**src/rtl/util_watch_dog_pkg.sv**
```systemverilog
// Shared definitions for the multi-channel watchdog: channel state encoding
// and default parameter values.
// Optional build macro: WATCH_DOG_WINDOW_EN (early-kick window check).
package util_watch_dog_pkg;

    localparam int WD_CNT_W_DEFAULT = 32;
    localparam int WD_CH_DEFAULT    = 4;

    typedef enum logic {
        WD_IDLE  = 1'b0,
        WD_ALIVE = 1'b1
    } wd_state_e;

endpackage

```
**src/rtl/util_watch_dog_ch.sv**
```systemverilog
// One watchdog channel: activity detection (edge or level), reloadable
// down-counter driven by the shared tick, alive/timeout pulses and, when
// WATCH_DOG_WINDOW_EN is defined, the early-kick window check with a sticky
// fault bit.
module util_watch_dog_ch
    import util_watch_dog_pkg::*;
#(
    parameter int CNT_W = WD_CNT_W_DEFAULT
) (
    input  logic             clk,
    input  logic             rst,
    input  logic             en,
    input  logic             edge_mode,
    input  logic [CNT_W-1:0] preset,
    input  logic             monitor_in,
    input  logic             cnt_pulse,
`ifdef WATCH_DOG_WINDOW_EN
    input  logic             clear,
    input  logic [CNT_W-1:0] win,
    output logic             fault,
`endif
    output logic             state,
    output logic             active,
    output logic             inactive
);

    localparam logic [CNT_W-1:0] CntOne = CNT_W'(1);

    logic             prevMon_q;
    logic [CNT_W-1:0] cnt_q, cnt_d;
    wd_state_e        state_q, state_d;
    logic             active_q, active_d;
    logic             inactive_q, inactive_d;
    logic             actEvent;
    logic             loadEvent;
    logic             earlyKick;

    // Activity is a rising edge or a high level; a zero preset makes it inert.
    always_comb begin
        actEvent  = edge_mode ? (monitor_in & ~prevMon_q) : monitor_in;
        loadEvent = actEvent & (preset != '0);
    end

`ifdef WATCH_DOG_WINDOW_EN
    logic [CNT_W-1:0] ld_q, ld_d;
    logic             fault_q, fault_d;
    logic [CNT_W-1:0] elapsed;

    // A kick that arrives fewer than win ticks after the last reload is early.
    always_comb begin
        elapsed   = ld_q - cnt_q;
        earlyKick = loadEvent & (state_q == WD_ALIVE) & (win != '0) & (elapsed < win);
    end

    // Remember the reload value and keep the sticky fault; setting beats clearing.
    always_comb begin
        ld_d    = ld_q;
        fault_d = fault_q & ~clear;
        if (!en) begin
            fault_d = 1'b0;
        end else begin
            if (loadEvent && !earlyKick) begin
                ld_d = preset;
            end
            if (earlyKick) begin
                fault_d = 1'b1;
            end
        end
    end

    // Window bookkeeping registers.
    always_ff @(posedge clk) begin
        if (rst) begin
            ld_q    <= '0;
            fault_q <= 1'b0;
        end else begin
            ld_q    <= ld_d;
            fault_q <= fault_d;
        end
    end

    assign fault = fault_q;
`else
    assign earlyKick = 1'b0;
`endif

    // Next-state: disable beats early kick beats reload beats tick decrement.
    always_comb begin
        cnt_d      = cnt_q;
        state_d    = state_q;
        active_d   = 1'b0;
        inactive_d = 1'b0;
        if (!en) begin
            cnt_d   = '0;
            state_d = WD_IDLE;
        end else if (earlyKick) begin
            cnt_d      = '0;
            state_d    = WD_IDLE;
            inactive_d = 1'b1;
        end else if (loadEvent) begin
            cnt_d    = preset;
            state_d  = WD_ALIVE;
            active_d = (state_q == WD_IDLE);
        end else if (cnt_pulse && (cnt_q != '0)) begin
            if (cnt_q == CntOne) begin
                cnt_d      = '0;
                state_d    = WD_IDLE;
                inactive_d = 1'b1;
            end else begin
                cnt_d = cnt_q - CntOne;
            end
        end
    end

    // Channel registers; the monitor history is kept even while disabled.
    always_ff @(posedge clk) begin
        if (rst) begin
            prevMon_q  <= 1'b0;
            cnt_q      <= '0;
            state_q    <= WD_IDLE;
            active_q   <= 1'b0;
            inactive_q <= 1'b0;
        end else begin
            prevMon_q  <= monitor_in;
            cnt_q      <= cnt_d;
            state_q    <= state_d;
            active_q   <= active_d;
            inactive_q <= inactive_d;
        end
    end

    assign state    = (state_q == WD_ALIVE);
    assign active   = active_q;
    assign inactive = inactive_q;

endmodule

```
**src/rtl/util_watch_dog_mc.sv**
```systemverilog
// Multi-channel watchdog top: CH independent channels sharing one tick, plus
// the aggregated interrupt and the all-channels-alive summary.
// Optional build macro: WATCH_DOG_WINDOW_EN adds win/fault ports and makes
// clear meaningful.
module util_watch_dog_mc
    import util_watch_dog_pkg::*;
#(
    parameter int CH    = WD_CH_DEFAULT,
    parameter int CNT_W = WD_CNT_W_DEFAULT
) (
    input  logic                clk,
    input  logic                rst,
    input  logic [CH-1:0]       en,
    input  logic [CH-1:0]       edge_mode,
    input  logic [CH*CNT_W-1:0] preset,
    input  logic [CH-1:0]       monitor_in,
    input  logic                cnt_pulse,
    input  logic [CH-1:0]       clear,
`ifdef WATCH_DOG_WINDOW_EN
    input  logic [CH*CNT_W-1:0] win,
    output logic [CH-1:0]       fault,
`endif
    output logic [CH-1:0]       state,
    output logic [CH-1:0]       active,
    output logic [CH-1:0]       inactive,
    output logic                all_alive,
    output logic                irq
);

    logic [CH-1:0] en_q;
    logic          irq_q;

`ifndef WATCH_DOG_WINDOW_EN
    logic unusedClear;
    assign unusedClear = ^clear;
`endif

    for (genvar i = 0; i < CH; i++) begin : gCh
        util_watch_dog_ch #(
            .CNT_W(CNT_W)
        ) uCh (
            .clk       (clk),
            .rst       (rst),
            .en        (en[i]),
            .edge_mode (edge_mode[i]),
            .preset    (preset[i*CNT_W +: CNT_W]),
            .monitor_in(monitor_in[i]),
            .cnt_pulse (cnt_pulse),
`ifdef WATCH_DOG_WINDOW_EN
            .clear     (clear[i]),
            .win       (win[i*CNT_W +: CNT_W]),
            .fault     (fault[i]),
`endif
            .state     (state[i]),
            .active    (active[i]),
            .inactive  (inactive[i])
        );
    end

    // Registered enables feed all_alive and irq follows any timeout by one cycle.
    always_ff @(posedge clk) begin
        if (rst) begin
            en_q  <= '0;
            irq_q <= 1'b0;
        end else begin
            en_q  <= en;
            irq_q <= |inactive;
        end
    end

    // A disabled channel never holds all_alive low.
    always_comb begin
        all_alive = &(state | ~en_q);
    end

    assign irq = irq_q;

endmodule

```
**config.mk**
```make
export PLATFORM = sky130hd
export DESIGN_NAME = util_watch_dog_mc
export DESIGN_NICKNAME = d
export VERILOG_FILES = /design/src/rtl/util_watch_dog_pkg.sv /design/src/rtl/util_watch_dog_ch.sv /design/src/rtl/util_watch_dog_mc.sv
export SDC_FILE = /design/constraint.sdc
export NUM_CORES = 1
export LEC_CHECK = 0
export CORE_AREA = 2 2 175 177
export CTS_CLUSTER_SIZE = 20
export DETAILED_ROUTE_END_ITERATION = 7
export DIE_AREA = 0 0 177 179
export GPL_TIMING_DRIVEN = 0
export PLACE_DENSITY = 0.54
export SYNTH_ARGS = -nofsm -noshare
export SYNTH_HDL_FRONTEND = slang
export SYNTH_SLANG_ARGS = --single-unit
```
**constraint.sdc**
```tcl
create_clock -name clk -period 2.45 [get_ports clk]
set_input_delay 0.245 -clock clk [delete_from_list [all_inputs] [get_ports clk]]
set_output_delay 0.245 -clock clk [all_outputs]
set_load 0.005 [all_outputs]
```
==> results.sh <==
export IMPL_slew_headroom_pct=37.3
export IMPL_post_route_period_util_pct=105
export IMPL_clkTransAtPathRegs_ps=80
export IMPL_report_final_hold_viol_count=0
export IMPL_synth_seq_cells=149
export IMPL_outcome="complete, but fails checks"
export IMPL_grt_pass1_wl_um=56500
export IMPL_syn_area_um2=8830
export IMPL_syn_avg_cell_area_um2=7.72
export IMPL_syn_num_nets=1299
export IMPL_fin_skew_ps=15.9
export IMPL_crit_path_end_kind="flop"
export IMPL_row_count=64
export IMPL_cts_buffer_depth=2
export IMPL_fill_cells=2990
export IMPL_dp_hpwl_um=25300
export IMPL_globalRouteOverflowTotal=0
export IMPL_crit_arrival_ps=2880
export IMPL_antenna_cells=0
export IMPL_clock_sinks=149
export IMPL_critical_path_required_ps=2760
export IMPL_cap_violations=0
export IMPL_hp_class="primary input to flop"
export IMPL_final_common_cell="clkdlybuf4s50_1"
export IMPL_via_per_inst=5.90
export IMPL_finalWirelength_um=37300
export IMPL_rsz0062_at_grt="yes"
export IMPL_hold_buffers=0
export IMPL_drive_above_1_share_pct=20.9
export IMPL_ant_nets=0
export IMPL_power_density_nw_per_um2=613
export IMPL_place_congestion=0.910
export IMPL_critPathMaxFanout=5
export IMPL_grt_pass1_vias=9995
export IMPL_vias=10624
export IMPL_post_synth_and_or_nand_nor_area_fraction_pct=28.0
export IMPL_synth_edff_count=0
export IMPL_port_buffers=155
export IMPL_regArea_um2=3010
export IMPL_insertion_delay_ps=440
export IMPL_tns_ps=-2150
export IMPL_syn_instance_count=1144
export IMPL_die_y_um=179
export IMPL_die_area_um2=31700
export IMPL_muxShareOfSynthArea_pct=0.454
export IMPL_synth_xor_area_share_pct=3.18
export IMPL_placed_area_um2=10900
export IMPL_layout_setup_ws_ps=-120
export IMPL_clock_root_buffer="clkbuf_16"
export IMPL_syn2layout_area_growth_pct=46.9
export IMPL_path_class="flop to flop"
export IMPL_synthFlopType="dfxtp_1"
export IMPL_final_cell_mix="154 x clkdlybuf4s50_1, 134 x dfxtp_1, 112 x o21ai_0"
export IMPL_htreeDepth=4
export IMPL_drt_iter0_markers=1047
export IMPL_fin_crit_ps=2570
export IMPL_failed_checks="setup timing"
export IMPL_multiInputGateArea_um2=6090
export IMPL_grt_use_total_pct=23.0
export IMPL_synth_top_family_by_area="compound AO/OA/AOI/OAI gates"
export IMPL_ys_warn_count=0
export IMPL_p_total_mw=7.95
export IMPL_setup_viol=45
export IMPL_synth_fa_ha_area_share_pct=1.13
export IMPL_initial_core_util_pct=29.4
export IMPL_drc=0
export IMPL_ys_seq_area_share_pct=33.8
export IMPL_whs_ps=392
export IMPL_firstDrtPassIters=5
export IMPL_grt_max_degree=17
export IMPL_core_area_um2=30000
export IMPL_antenna_found_initial=0
export IMPL_tritoncts="done"
export IMPL_fp_dieW_um=177
export IMPL_fmax_mhz=389
export IMPL_finalMaxSlewViolations=0
export IMPL_avgRoutedWirePerCell_um=20.7
export IMPL_power_leakage_nw=4.67
export IMPL_critPathLaunchType="flop"
export IMPL_async_reset_ff_share_pct=0
export IMPL_fin_nets=1546
export IMPL_synth_compound_area_share_pct=28.0
export IMPL_io_pins=161
export IMPL_worstMarginPinSlew_ps=941
export IMPL_fin_area_um2=13000
export IMPL_numCtsBuffers=17
export IMPL_ys_types=72
export IMPL_peakVddDrop_v=0.000456
[worst paths after layout]
check                  startpoint  slack [ps]                   end  depth (start not counted)
max reg2reg  gCh[2].uCh.cnt_q[17]        -120   gCh[2].uCh.cnt_q[7]                          9
max          gCh[2].uCh.cnt_q[17]        -120   gCh[2].uCh.cnt_q[7]                          9
min reg2reg  gCh[2].uCh.cnt_q[17]         460  gCh[2].uCh.cnt_q[17]                          1
min                    preset[91]         390  gCh[2].uCh.cnt_q[27]                          3
[per-layer routing]
layer	vias to the layer above	global-route usage, %	part of all wire, %	routed length (um)
li1	4927	-	-	-
met2	489	35.9	45	16800
met1	5102	31.1	44	16500
met5	-	0	0	0
met4	0	10.4	3.9	1440
met3	106	3.73	6.9	2590
[stage by stage]
step / cells / utilization, % / setup slack [ps]
6_report: 1800 / 43.2 / -120
4_1_cts: 1782 / 41.2 / -131
3_5_place_dp: 1695 / 36.4 / -906
3_3_place_gp: 1695 / 36.4 / -1020
2_1_floorplan: 1144 / - / -16.3
5_1_grt: 1800 / 43.2 / -194
[critical path, stage by stage (launching register included)]
cell	delay, ps
dfxtp_4	350
or4_4	520
or4_4	520
buf_8	150
o41ai_4	210
buf_6	180
nor2_4	50
buf_6	160
a221oi_2	230
nor2_1	70
[registers in the layout (all words and copies together), names as in the netlist]
name	flops
gCh.uCh.cnt_q	128
en_q	4
gCh.uCh.active	4
gCh.uCh.inactive	4
gCh.uCh.prevMon_q	4
gCh.uCh.state	4
irq	1
[cells by family after synthesis]
| logic type | Yosys count |
|---|---|
| and+or+nand+nor | 464 |
| AOI/OAI and AO/OA | 383 |
| DFF | 149 |
| buffers and inverters | 104 |
| xor gates and xnor gates | 32 |
| adders and majority gates | 8 |
| muxes | 4 |
[timing repair]
item	CTS	global route
setup endpoints to repair	138	124
buffers inserted	53	21
gates resized for setup	121	132
pin swaps	53	68
cloned	5	0
[power breakdown]
group	switching, mW	internal, mW	total, mW
clock network	1.21	1.47	2.68
logic	1.46	1.10	2.56
registers	0.162	2.55	2.71
[cells in the mapped netlist, types with 17 or more instances]
cell	number	area share [%]
nand3_1	39	2.2
nand2_1	80	3.4
nor4_1	84	6.0
o21ai_0	139	7.9
inv_1	22	0.94
nor3_1	58	3.3
nor2_1	89	3.8
clkbuf_1	54	2.3
a31oi_1	34	2.4
or3_1	19	1.3
a21oi_1	85	4.8
a32oi_1	20	2.0
dfxtp_1	149	34
nand4_1	17	1.2
xor2_1	24	2.4
[layout make-up]
cell class | instances | area share, %
plain buffers | 75 | 3.61
clock buffers | 20 | 3.52
clock inverters | 12 | 0.926
inverters | 23 | 0.666
multi-input cells | 891 | 47.0
flip-flops and latches | 149 | 23.2
well taps | 396 | 3.82
repair buffers | 234 | 17.2
Power figures use the tool's default switching activity.
